--- config.mk ---
export PLATFORM = sky130hd
export DESIGN_NAME = qrbm_action_select
export DESIGN_NICKNAME = d
export VERILOG_FILES = /design/src/rtl/qrbm_action_select.sv
export SDC_FILE = /design/constraint.sdc
export NUM_CORES = 1
export LEC_CHECK = 0
export CORE_ASPECT_RATIO = 1.5
export CORE_MARGIN = 4
export CORE_UTILIZATION = 23
export CTS_CLUSTER_SIZE = 25
export DETAILED_ROUTE_END_ITERATION = 8
export PLACE_DENSITY = 0.41
export SLEW_MARGIN = 20
export SYNTH_ARGS = -nofsm -noshare
export SYNTH_HDL_FRONTEND = slang
export SYNTH_SLANG_ARGS = --single-unit
--- constraint.sdc ---
create_clock -name clk -period 4.15 [get_ports clk]
set_input_delay 0.415 -clock clk [delete_from_list [all_inputs] [get_ports clk]]
set_output_delay 0.415 -clock clk [all_outputs]
set_load 0.01 [all_outputs]
--- src/rtl/qrbm_action_select.sv ---
// Epsilon-greedy action selector: runs the RBM free-energy core once per action,
// turns each free energy into Q = -F and returns the chosen action over valid/ready.
module qrbm_action_select #(
    parameter int          N_STATE_BITS = 8,
    parameter int          N_ACTIONS    = 4,
    parameter int          N_VISIBLE    = N_STATE_BITS + N_ACTIONS,
    parameter int          W_WIDTH      = 16,
    parameter int          ACC_WIDTH    = 32,
    parameter int          ONE          = 256,
    parameter logic [15:0] LFSR_SEED    = 16'hACE1
) (
    input  logic                                  clk,
    input  logic                                  rst_n,
    input  logic                                  req_valid_i,
    output logic                                  req_ready_o,
    input  logic [N_STATE_BITS-1:0]               state_bits_i,
    input  logic [7:0]                            epsilon_i,
    output logic                                  core_start_o,
    input  logic                                  core_busy_i,
    input  logic                                  core_done_i,
    output logic signed [N_VISIBLE*W_WIDTH-1:0]   core_v_o,
    input  logic signed [ACC_WIDTH-1:0]           core_F_i,
    output logic                                  rsp_valid_o,
    input  logic                                  rsp_ready_i,
    output logic [$clog2(N_ACTIONS)-1:0]          rsp_action_o,
    output logic signed [ACC_WIDTH-1:0]           rsp_q_o,
    output logic signed [ACC_WIDTH-1:0]           rsp_qmax_o,
    output logic                                  rsp_greedy_o
);

    localparam int A_BITS = $clog2(N_ACTIONS);
    localparam logic [W_WIDTH-1:0] ONE_W = W_WIDTH'(ONE);
    localparam logic signed [ACC_WIDTH-1:0] ACC_MIN = {1'b1, {(ACC_WIDTH-1){1'b0}}};
    localparam logic signed [ACC_WIDTH-1:0] ACC_MAX = ~ACC_MIN;

    typedef enum logic [2:0] {
        IDLE,
        LAUNCH,
        WAIT,
        CAPTURE,
        DECIDE,
        RESP
    } state_e;

    state_e                          state_q, state_d;
    logic [N_STATE_BITS-1:0]         state_bits_q, state_bits_d;
    logic [7:0]                      eps_q, eps_d;
    logic [A_BITS-1:0]               act_idx_q, act_idx_d;
    logic signed [ACC_WIDTH-1:0]     q_mem_q [N_ACTIONS];
    logic signed [ACC_WIDTH-1:0]     q_mem_d [N_ACTIONS];
    logic signed [ACC_WIDTH-1:0]     best_q_q, best_q_d;
    logic [A_BITS-1:0]               best_idx_q, best_idx_d;
    logic [15:0]                     lfsr_q, lfsr_d;
    logic [N_VISIBLE*W_WIDTH-1:0]    core_v_q, core_v_d;
    logic [A_BITS-1:0]               rsp_action_q, rsp_action_d;
    logic signed [ACC_WIDTH-1:0]     rsp_q_q, rsp_q_d;
    logic signed [ACC_WIDTH-1:0]     rsp_qmax_q, rsp_qmax_d;
    logic                            rsp_greedy_q, rsp_greedy_d;

    logic signed [ACC_WIDTH-1:0]     cap_q;
    logic                            explore;
    logic [A_BITS-1:0]               rand_act;
    logic [A_BITS-1:0]               chosen;

    // State bits map to ONE/0 elements, followed by the one-hot action field.
    function automatic logic [N_VISIBLE*W_WIDTH-1:0] build_v(
        input logic [N_STATE_BITS-1:0] s,
        input logic [A_BITS-1:0]       a
    );
        logic [N_VISIBLE*W_WIDTH-1:0] v;
        v = '0;
        for (int i = 0; i < N_STATE_BITS; i++) begin
            if (s[i]) v[i*W_WIDTH +: W_WIDTH] = ONE_W;
        end
        for (int k = 0; k < N_ACTIONS; k++) begin
            if (A_BITS'(k) == a) v[(N_STATE_BITS+k)*W_WIDTH +: W_WIDTH] = ONE_W;
        end
        return v;
    endfunction

    // Negating the most negative F would overflow, so it clamps to the largest Q.
    assign cap_q    = (core_F_i == ACC_MIN) ? ACC_MAX : -core_F_i;
    assign explore  = (lfsr_q[7:0] < eps_q);
    assign rand_act = lfsr_q[8 +: A_BITS];
    assign chosen   = explore ? rand_act : best_idx_q;

    always_comb begin
        state_d      = state_q;
        state_bits_d = state_bits_q;
        eps_d        = eps_q;
        act_idx_d    = act_idx_q;
        q_mem_d      = q_mem_q;
        best_q_d     = best_q_q;
        best_idx_d   = best_idx_q;
        core_v_d     = core_v_q;
        rsp_action_d = rsp_action_q;
        rsp_q_d      = rsp_q_q;
        rsp_qmax_d   = rsp_qmax_q;
        rsp_greedy_d = rsp_greedy_q;
        lfsr_d       = {lfsr_q[14:0], lfsr_q[15] ^ lfsr_q[13] ^ lfsr_q[12] ^ lfsr_q[10]};
        core_start_o = 1'b0;
        req_ready_o  = (state_q == IDLE);
        rsp_valid_o  = (state_q == RESP);

        case (state_q)
            IDLE: begin
                if (req_valid_i) begin
                    state_bits_d = state_bits_i;
                    eps_d        = epsilon_i;
                    act_idx_d    = '0;
                    core_v_d     = build_v(state_bits_i, '0);
                    state_d      = LAUNCH;
                end
            end
            LAUNCH: begin
                if (!core_busy_i) begin
                    core_start_o = 1'b1;
                    state_d      = WAIT;
                end
            end
            WAIT: begin
                if (core_done_i) state_d = CAPTURE;
            end
            CAPTURE: begin
                q_mem_d[act_idx_q] = cap_q;
                // Strict compare keeps the lowest index on ties.
                if (act_idx_q == '0 || cap_q > best_q_q) begin
                    best_q_d   = cap_q;
                    best_idx_d = act_idx_q;
                end
                if (act_idx_q == A_BITS'(N_ACTIONS-1)) begin
                    state_d = DECIDE;
                end else begin
                    act_idx_d = act_idx_q + 1'b1;
                    core_v_d  = build_v(state_bits_q, act_idx_q + 1'b1);
                    state_d   = LAUNCH;
                end
            end
            DECIDE: begin
                rsp_action_d = chosen;
                rsp_greedy_d = explore ? (rand_act == best_idx_q) : 1'b1;
                rsp_q_d      = q_mem_q[chosen];
                rsp_qmax_d   = best_q_q;
                state_d      = RESP;
            end
            RESP: begin
                if (rsp_ready_i) state_d = IDLE;
            end
            default: state_d = IDLE;
        endcase
    end

    always_ff @(posedge clk or negedge rst_n) begin
        if (!rst_n) begin
            state_q      <= IDLE;
            state_bits_q <= '0;
            eps_q        <= '0;
            act_idx_q    <= '0;
            for (int k = 0; k < N_ACTIONS; k++) q_mem_q[k] <= '0;
            best_q_q     <= '0;
            best_idx_q   <= '0;
            lfsr_q       <= LFSR_SEED;
            core_v_q     <= '0;
            rsp_action_q <= '0;
            rsp_q_q      <= '0;
            rsp_qmax_q   <= '0;
            rsp_greedy_q <= 1'b0;
        end else begin
            state_q      <= state_d;
            state_bits_q <= state_bits_d;
            eps_q        <= eps_d;
            act_idx_q    <= act_idx_d;
            for (int k = 0; k < N_ACTIONS; k++) q_mem_q[k] <= q_mem_d[k];
            best_q_q     <= best_q_d;
            best_idx_q   <= best_idx_d;
            lfsr_q       <= lfsr_d;
            core_v_q     <= core_v_d;
            rsp_action_q <= rsp_action_d;
            rsp_q_q      <= rsp_q_d;
            rsp_qmax_q   <= rsp_qmax_d;
            rsp_greedy_q <= rsp_greedy_d;
        end
    end

    assign core_v_o     = core_v_q;
    assign rsp_action_o = rsp_action_q;
    assign rsp_q_o      = rsp_q_q;
    assign rsp_qmax_o   = rsp_qmax_q;
    assign rsp_greedy_o = rsp_greedy_q;

endmodule

; ---- Word level (Yosys, flattened, before mapping)
; Cells that the tools add are included.
[op_classes]
n_mux = 43
n_div = 0
multipliers = 0
magnitude_cmp = 5
shift = 0
n_eq_ne = 16
bitwise_logic = 5
n_reduce_logical = 10
addsub = 2
[op_table]
columns = cell, count
row1 = 2-to-1 mux 192 bit, 2
row2 = one-hot mux 192 bit (2 select lines), 1
row3 = 2-to-1 mux 9 bit, 20
row4 = bitwise mux 128 bit, 1
row5 = 2-to-1 mux 32 bit, 4
row6 = binary-select mux 32 bit (select 2 bit), 1
row7 = demux 32 bit (select 2 bit), 1
row8 = == test 32 bit (second input constant), 1
row9 = > comparator 32 bit, 1
row10 = negation 32 bit, 1
row11 = one-hot mux 3 bit (6 select lines), 1
row12 = 2-to-1 mux 3 bit, 5
row13 = less-than comparator 8 bit, 1
row14 = != test 2 bit (second input constant), 4
row15 = == test 3 x 2 -> 1 bit (second input constant), 2
row16 = == test 3 bit (second input constant), 2
row17 = >= comparator 3 bit (second input constant), 2
row18 = 2-to-1 mux 2 bit, 3
row19 = inverter 2 -> 3 bit, 2
row20 = == test 2 bit (first input constant), 2
row21 = zero test 2 bit, 2
row22 = one-hot mux 2 bit (2 select lines), 1
row23 = AND reduction 2 bit, 2
row24 = AND reduction 4 bit, 1
row25 = other kinds (14), 18
[word_totals]
memories = 0
latchBits = 0
input_bits = 54
out_inout_bits = 262
word_cells = 97
romBits = 0
ramBits = 0
reg_bits = 458

; ---- Logic depth before layout (Yosys ltp)
; Gate-level depths: netlist of the first run.
[depth]
depth_word = 6
ltp_mapped = 17
depth_no_buf = 16

; ---- Worst setup path before layout of the first run
; No wires, ideal clock.
[synth_timing]
kind = input -> register
start = input core_F_i[16]
end = register best_q_q[28]
path_stages = 16
n_path_buf = 2
setup_slack_ps = -135
arrival_ps = 4205
setup_ps = 80
path_cell_list = or4_4 -> nor4_4 -> or3b_1 -> buf_6 -> nor2_1 -> a21oi_1 -> a41oi_2 -> inv_1 -> ha_1 -> nand4_1 -> nor4_1 -> a41oi_1 -> a32o_1 -> nor3_4 -> buf_4 -> mux2i_1
[synth_via]
elab_chain_cells = 5
[synth_rtl]
columns = item, line_no
row1 = from (decl), 22  ; input logic signed [ACC_WIDTH-1:0] core_F_i,
row2 = negation 32 bit or == test 32 bit (tied branches), 82  ; assign cap_q = (core_F_i == ACC_MIN) ? ACC_MAX : -core_F_i;
row3 = 2-to-1 mux 32 bit (*), 82
row4 = named net cap_q[31], 60  ; logic signed [ACC_WIDTH-1:0] cap_q;
row5 = > comparator 32 bit (*), 127  ; if (act_idx_q == '0 || cap_q > best_q_q) begin
row6 = logical OR 1 bit (*), 127
row7 = AND reduction 2 bit (no source line) (*), n/a
row8 = to (signal assigned), 174  ; best_q_q <= best_q_d;
row9 = to (decl), 51  ; logic signed [ACC_WIDTH-1:0] best_q_q, best_q_d;
; Mark *: on every way through the listed nets, which the timed path passes. The rest lies on a longest branch.
; A chain may end at the register's enable or synchronous reset.

; ---- Final worst setup path of the first run
[layout_timing]
start = input core_F_i[17]
end = register best_q_q[24]
; The elaborated chain is that of the path after synthesis.

==> out/summary.log, run 1 <==
INFO  outcome        status=finished, final reports clean
INFO  floorplan      initial_utilization=23.3%
INFO  global_routing globalRouteTotalUtil=11.9%
INFO  clocking       ctsLongestPathBuffers=3
INFO  clocking       clk_pin_slew_worst_paths=0.06ns
INFO  logic_synthesis ys_ff_latch=278
INFO  placement      place_hpwl=28200um
INFO  logic_synthesis synth_warnings=0
INFO  setup_path     critical_path.endpoint_type=flip-flop
INFO  drt            avgRoutedWirePerCell=16.3um
INFO  setup_path     critical_path_peak_fanout=8
INFO  clocking       clk_latency=0.57ns
INFO  clocking       cts-htree-levels=1
INFO  sta            relSlewSlack=33.6%
INFO  power          power-per-cell-area=643nW/um^2
INFO  setup_path     critical_path_class=input port to flip-flop
INFO  placement      port_buffers=135
INFO  floorplan      dieArea=65300um^2
INFO  logic_synthesis async_reset_ff_share=100%
INFO  floorplan      floorplan_die_width=210um
INFO  placement      detailed_place.area=16400um^2
INFO  cells_and_area nets=1731
INFO  cells_and_area num-fill-cells=6372
INFO  floorplan      pin_count=316
INFO  sta            timing.final.max_slew_violations=0
INFO  drt            drc_violation_total_after_the_first_tritonroute_iteration=402
INFO  cells_and_area layout_cells_sized_above_1=16.2%
INFO  sta            worstMarginPinSlew=0.997ns
INFO  floorplan      rows=110
INFO  power          cellLeakagePower=9.04nW
INFO  hold_path      worst_min_path_class=flip-flop to flip-flop
INFO  cells_and_area regArea=6970um^2
INFO  sta            finClkSkew=0.0173ns
INFO  logic_synthesis syn-instance-count=1407
INFO  drt            drtPass1Iterations=4
INFO  cells_and_area layout.cells.non_filler=2446
INFO  placement      place_inst=2362
INFO  placement      place_congestion=0.751
INFO  drt            routed_via_density=4.07
INFO  clocking       cts-buffers-inserted=30
INFO  drt            wl=39800um
INFO  logic_synthesis mappedNetlistArea=14100um^2
INFO  drt            ant_nets_after_route=0
INFO  floorplan      floorplan.die.height=311um
INFO  power          vdd_drop_max=0.304mV
INFO  setup_path     critPathArrivalTime=4.42ns
INFO  sta            finalHoldViolCount=0
INFO  sta            fin_crit_sh=94.9%
INFO  global_routing grt_first_pass_wirelength=61300um
INFO  logic_synthesis yosysUniqueCellTypes=59
INFO  global_routing number_of_global_route_vias_before_repair=10100
INFO  drt            vias=9966
INFO  clocking       clock_sink_count=278
INFO  flow_run       drv_cap=0
INFO  logic_synthesis synth.avg_cell_area=10.0um^2
INFO  sta            holdWs=0.354ns
INFO  setup_path     critical_path_launch_point_type=input port
INFO  cells_and_area final_util=29.5%
INFO  logic_synthesis ys_seq_area_share=49.5%
INFO  drt            route.detailed.drc=0
INFO  setup_path     critPathRequiredTime=4.63ns
INFO  cells_and_area syn2layout_area_growth=26.5%
INFO  setup_path     reg2reg_slack=0.92ns
INFO  clocking       tritoncts_clock_tree=done
INFO  logic_synthesis dominantRegCellSynth=sky130_fd_sc_hd__dfrtp_1
INFO  sta            achievable-frequency=254MHz
INFO  floorplan      core_region_area=60300um^2
INFO  sta            timing.final.setup_violations=0
INFO  cells_and_area final_area=17800um^2
INFO  clocking       root_buffer=sky130_fd_sc_hd__clkbuf_16
INFO  cells_and_area multi_input_comb_area=6080um^2
INFO  global_routing global_route.overflow_total=0
INFO  global_routing grt_antenna_before_repair=4
INFO  sta            min_period=3.94ns
INFO  global_routing grt_start_max_net_pins=104
INFO  logic_synthesis number_of_enable_type_register_cells_in_the_synthesized_netlist=0
## cells by family (layout without fill, tap and decap cells)
family | Yosys count | count (layout) | synth area share (%)
multiplexers | 120 | 120 | 8.69
AO/OA/AOI/OAI | 260 | 260 | 10.6
adder cells (fa/ha/maj) | 44 | 44 | 3.91
XOR/XNOR | 30 | 30 | 1.87
other | 1 | 185 | 0.0267
AND/OR/NAND/NOR | 351 | 351 | 11.8
buffers and inverters | 323 | 394 | 13.7
flip-flops | 278 | 278 | 49.5
## metal layers
| metal | up-vias | part of all wire [%] | GRT usage, % |
|---|---|---|---|
| met3 | 48 | 7.4 | 2.98 |
| met5 | - | 0 | 0 |
| met2 | 315 | 50 | 21.2 |
| met4 | 0 | 2.0 | 2.89 |
| met1 | 4769 | 41 | 14.3 |
| li1 | 4834 | - | - |
## metrics by stage
stage,total power [mW],setup TNS [ns],worst slack [ns]
3_5_place_dp,8.71,-30.93,-0.959
5_1_grt,12.4,-0.00964,-0.00964
4_1_cts,11.7,0,0.0121
3_3_place_gp,8.61,-27.37,-0.832
6_report,11.4,0,0.211
2_1_floorplan,6.86,-0.0126,-0.00630
## flip-flops by register name, summed over array words and instances, names as in the netlist
signal	flops
best_idx_q	2
act_idx_q	2
q_mem_q	128
rsp_q_o	32
state_bits_q	8
core_v_o	12
best_q_q	32
rsp_greedy_o	1
state_q	3
rsp_qmax_o	32
lfsr_q	16
eps_q	8
rsp_action_o	2
## power by group
group	internal, mW	switching, mW	total, mW
sequential	3.94	0.627	4.57
combinational	1.97	2.12	4.09
clock	1.63	1.14	2.78
## cell usage after synthesis (9+ instances only)
| library cell | count | share of area (%) |
|---|---|---|
| sky130_fd_sc_hd__dfrtp_1 | 270 | 48 |
| sky130_fd_sc_hd__nand2_1 | 238 | 6.3 |
| sky130_fd_sc_hd__buf_4 | 183 | 9.8 |
| sky130_fd_sc_hd__o21ai_0 | 179 | 6.4 |
| sky130_fd_sc_hd__mux2i_1 | 105 | 7.5 |
| sky130_fd_sc_hd__inv_1 | 76 | 2.0 |
| sky130_fd_sc_hd__clkbuf_1 | 55 | 1.5 |
| sky130_fd_sc_hd__ha_1 | 44 | 3.9 |
| sky130_fd_sc_hd__o221ai_1 | 32 | 2.0 |
| sky130_fd_sc_hd__a21oi_1 | 19 | 0.68 |
| sky130_fd_sc_hd__nor2_1 | 18 | 0.48 |
| sky130_fd_sc_hd__xnor2_1 | 18 | 1.1 |
| sky130_fd_sc_hd__nor2b_1 | 17 | 0.76 |
| sky130_fd_sc_hd__mux2_2 | 14 | 1.1 |
| sky130_fd_sc_hd__nor3_1 | 13 | 0.46 |
| sky130_fd_sc_hd__xor2_1 | 12 | 0.75 |
| sky130_fd_sc_hd__o21ai_1 | 10 | 0.36 |
| sky130_fd_sc_hd__and2_4 | 9 | 0.56 |
## layout make-up
type / count / area share [%]
antenna: 5 / 0.0703
clock buffer: 47 / 5.14
clock inverter: 9 / 0.583
inverter: 76 / 1.60
multi-input combinational: 985 / 34.1
sequential: 278 / 39.1
tap: 784 / 5.51
timing repair buffer: 262 / 13.8
## placed cells by master, fill, tap and decap left out, drive strengths merged, types with 12 or more instances in the layout
cell | synthesis | layout
dfrtp | 270 | 270
nand2 | 238 | 238
o21ai | 189 | 189
conb | 1 | 180
buf | 192 | 129
clkdlybuf4s50 | 0 | 113
mux2i | 106 | 106
inv | 76 | 76
clkbuf | 55 | 56
ha | 44 | 44
o221ai | 32 | 32
nor2 | 22 | 22
a21oi | 19 | 19
xnor2 | 18 | 18
nor2b | 17 | 17
nor3 | 15 | 15
mux2 | 14 | 14
xor2 | 12 | 12
## worst paths after layout
check                                  start             end  cells after the start
worst max-delay path            core_F_i[17]    best_q_q[24]                     18
worst min-delay path              lfsr_q[14]      lfsr_q[15]                      0
worst max register to register     lfsr_q[6]     rsp_q_o[20]                      8
worst min register to register    lfsr_q[14]      lfsr_q[15]                      0
max in group asynchronous              rst_n     q_mem_q[30]                      3
min in group asynchronous              rst_n  rsp_qmax_o[18]                      2
## critical path, stage by stage
cell	delay [ns]
sky130_fd_sc_hd__clkbuf_2	0.09
sky130_fd_sc_hd__or4_4	0.58
sky130_fd_sc_hd__nor4_4	0.16
sky130_fd_sc_hd__or3b_4	0.45
sky130_fd_sc_hd__buf_6	0.14
sky130_fd_sc_hd__nor4_4	0.25
sky130_fd_sc_hd__xnor2_2	0.12
sky130_fd_sc_hd__nor2_4	0.13
sky130_fd_sc_hd__inv_2	0.05
sky130_fd_sc_hd__ha_4	0.26
sky130_fd_sc_hd__nand4_1	0.17
sky130_fd_sc_hd__nor4_4	0.37
sky130_fd_sc_hd__a41oi_2	0.18
sky130_fd_sc_hd__a32o_2	0.29
sky130_fd_sc_hd__nor3_4	0.24
sky130_fd_sc_hd__buf_12	0.18
sky130_fd_sc_hd__buf_12	0.14
sky130_fd_sc_hd__mux2i_1	0.19
## repair_timing
item	4_1_cts	5_1_grt
buffers inserted	15	6
cloned	1	0
pin swaps	24	24
hold buffers	1	0
hold endpoints to repair	100	0
setup endpoints to repair	34	34
gates resized for setup	54	35
Power figures use the tool's default switching activity.
==> inputs of run 2 (changes only) <==
--- a/config.mk
+++ b/config.mk
@@ -11,7 +11,6 @@
 export CTS_CLUSTER_SIZE = 25
 export DETAILED_ROUTE_END_ITERATION = 8
 export PLACE_DENSITY = 0.41
-export SLEW_MARGIN = 20
 export SYNTH_ARGS = -nofsm -noshare
 export SYNTH_HDL_FRONTEND = slang
 export SYNTH_SLANG_ARGS = --single-unit
==> results of run 2 <==
The final DEF is identical to that of run 1; final timing and power are the same.
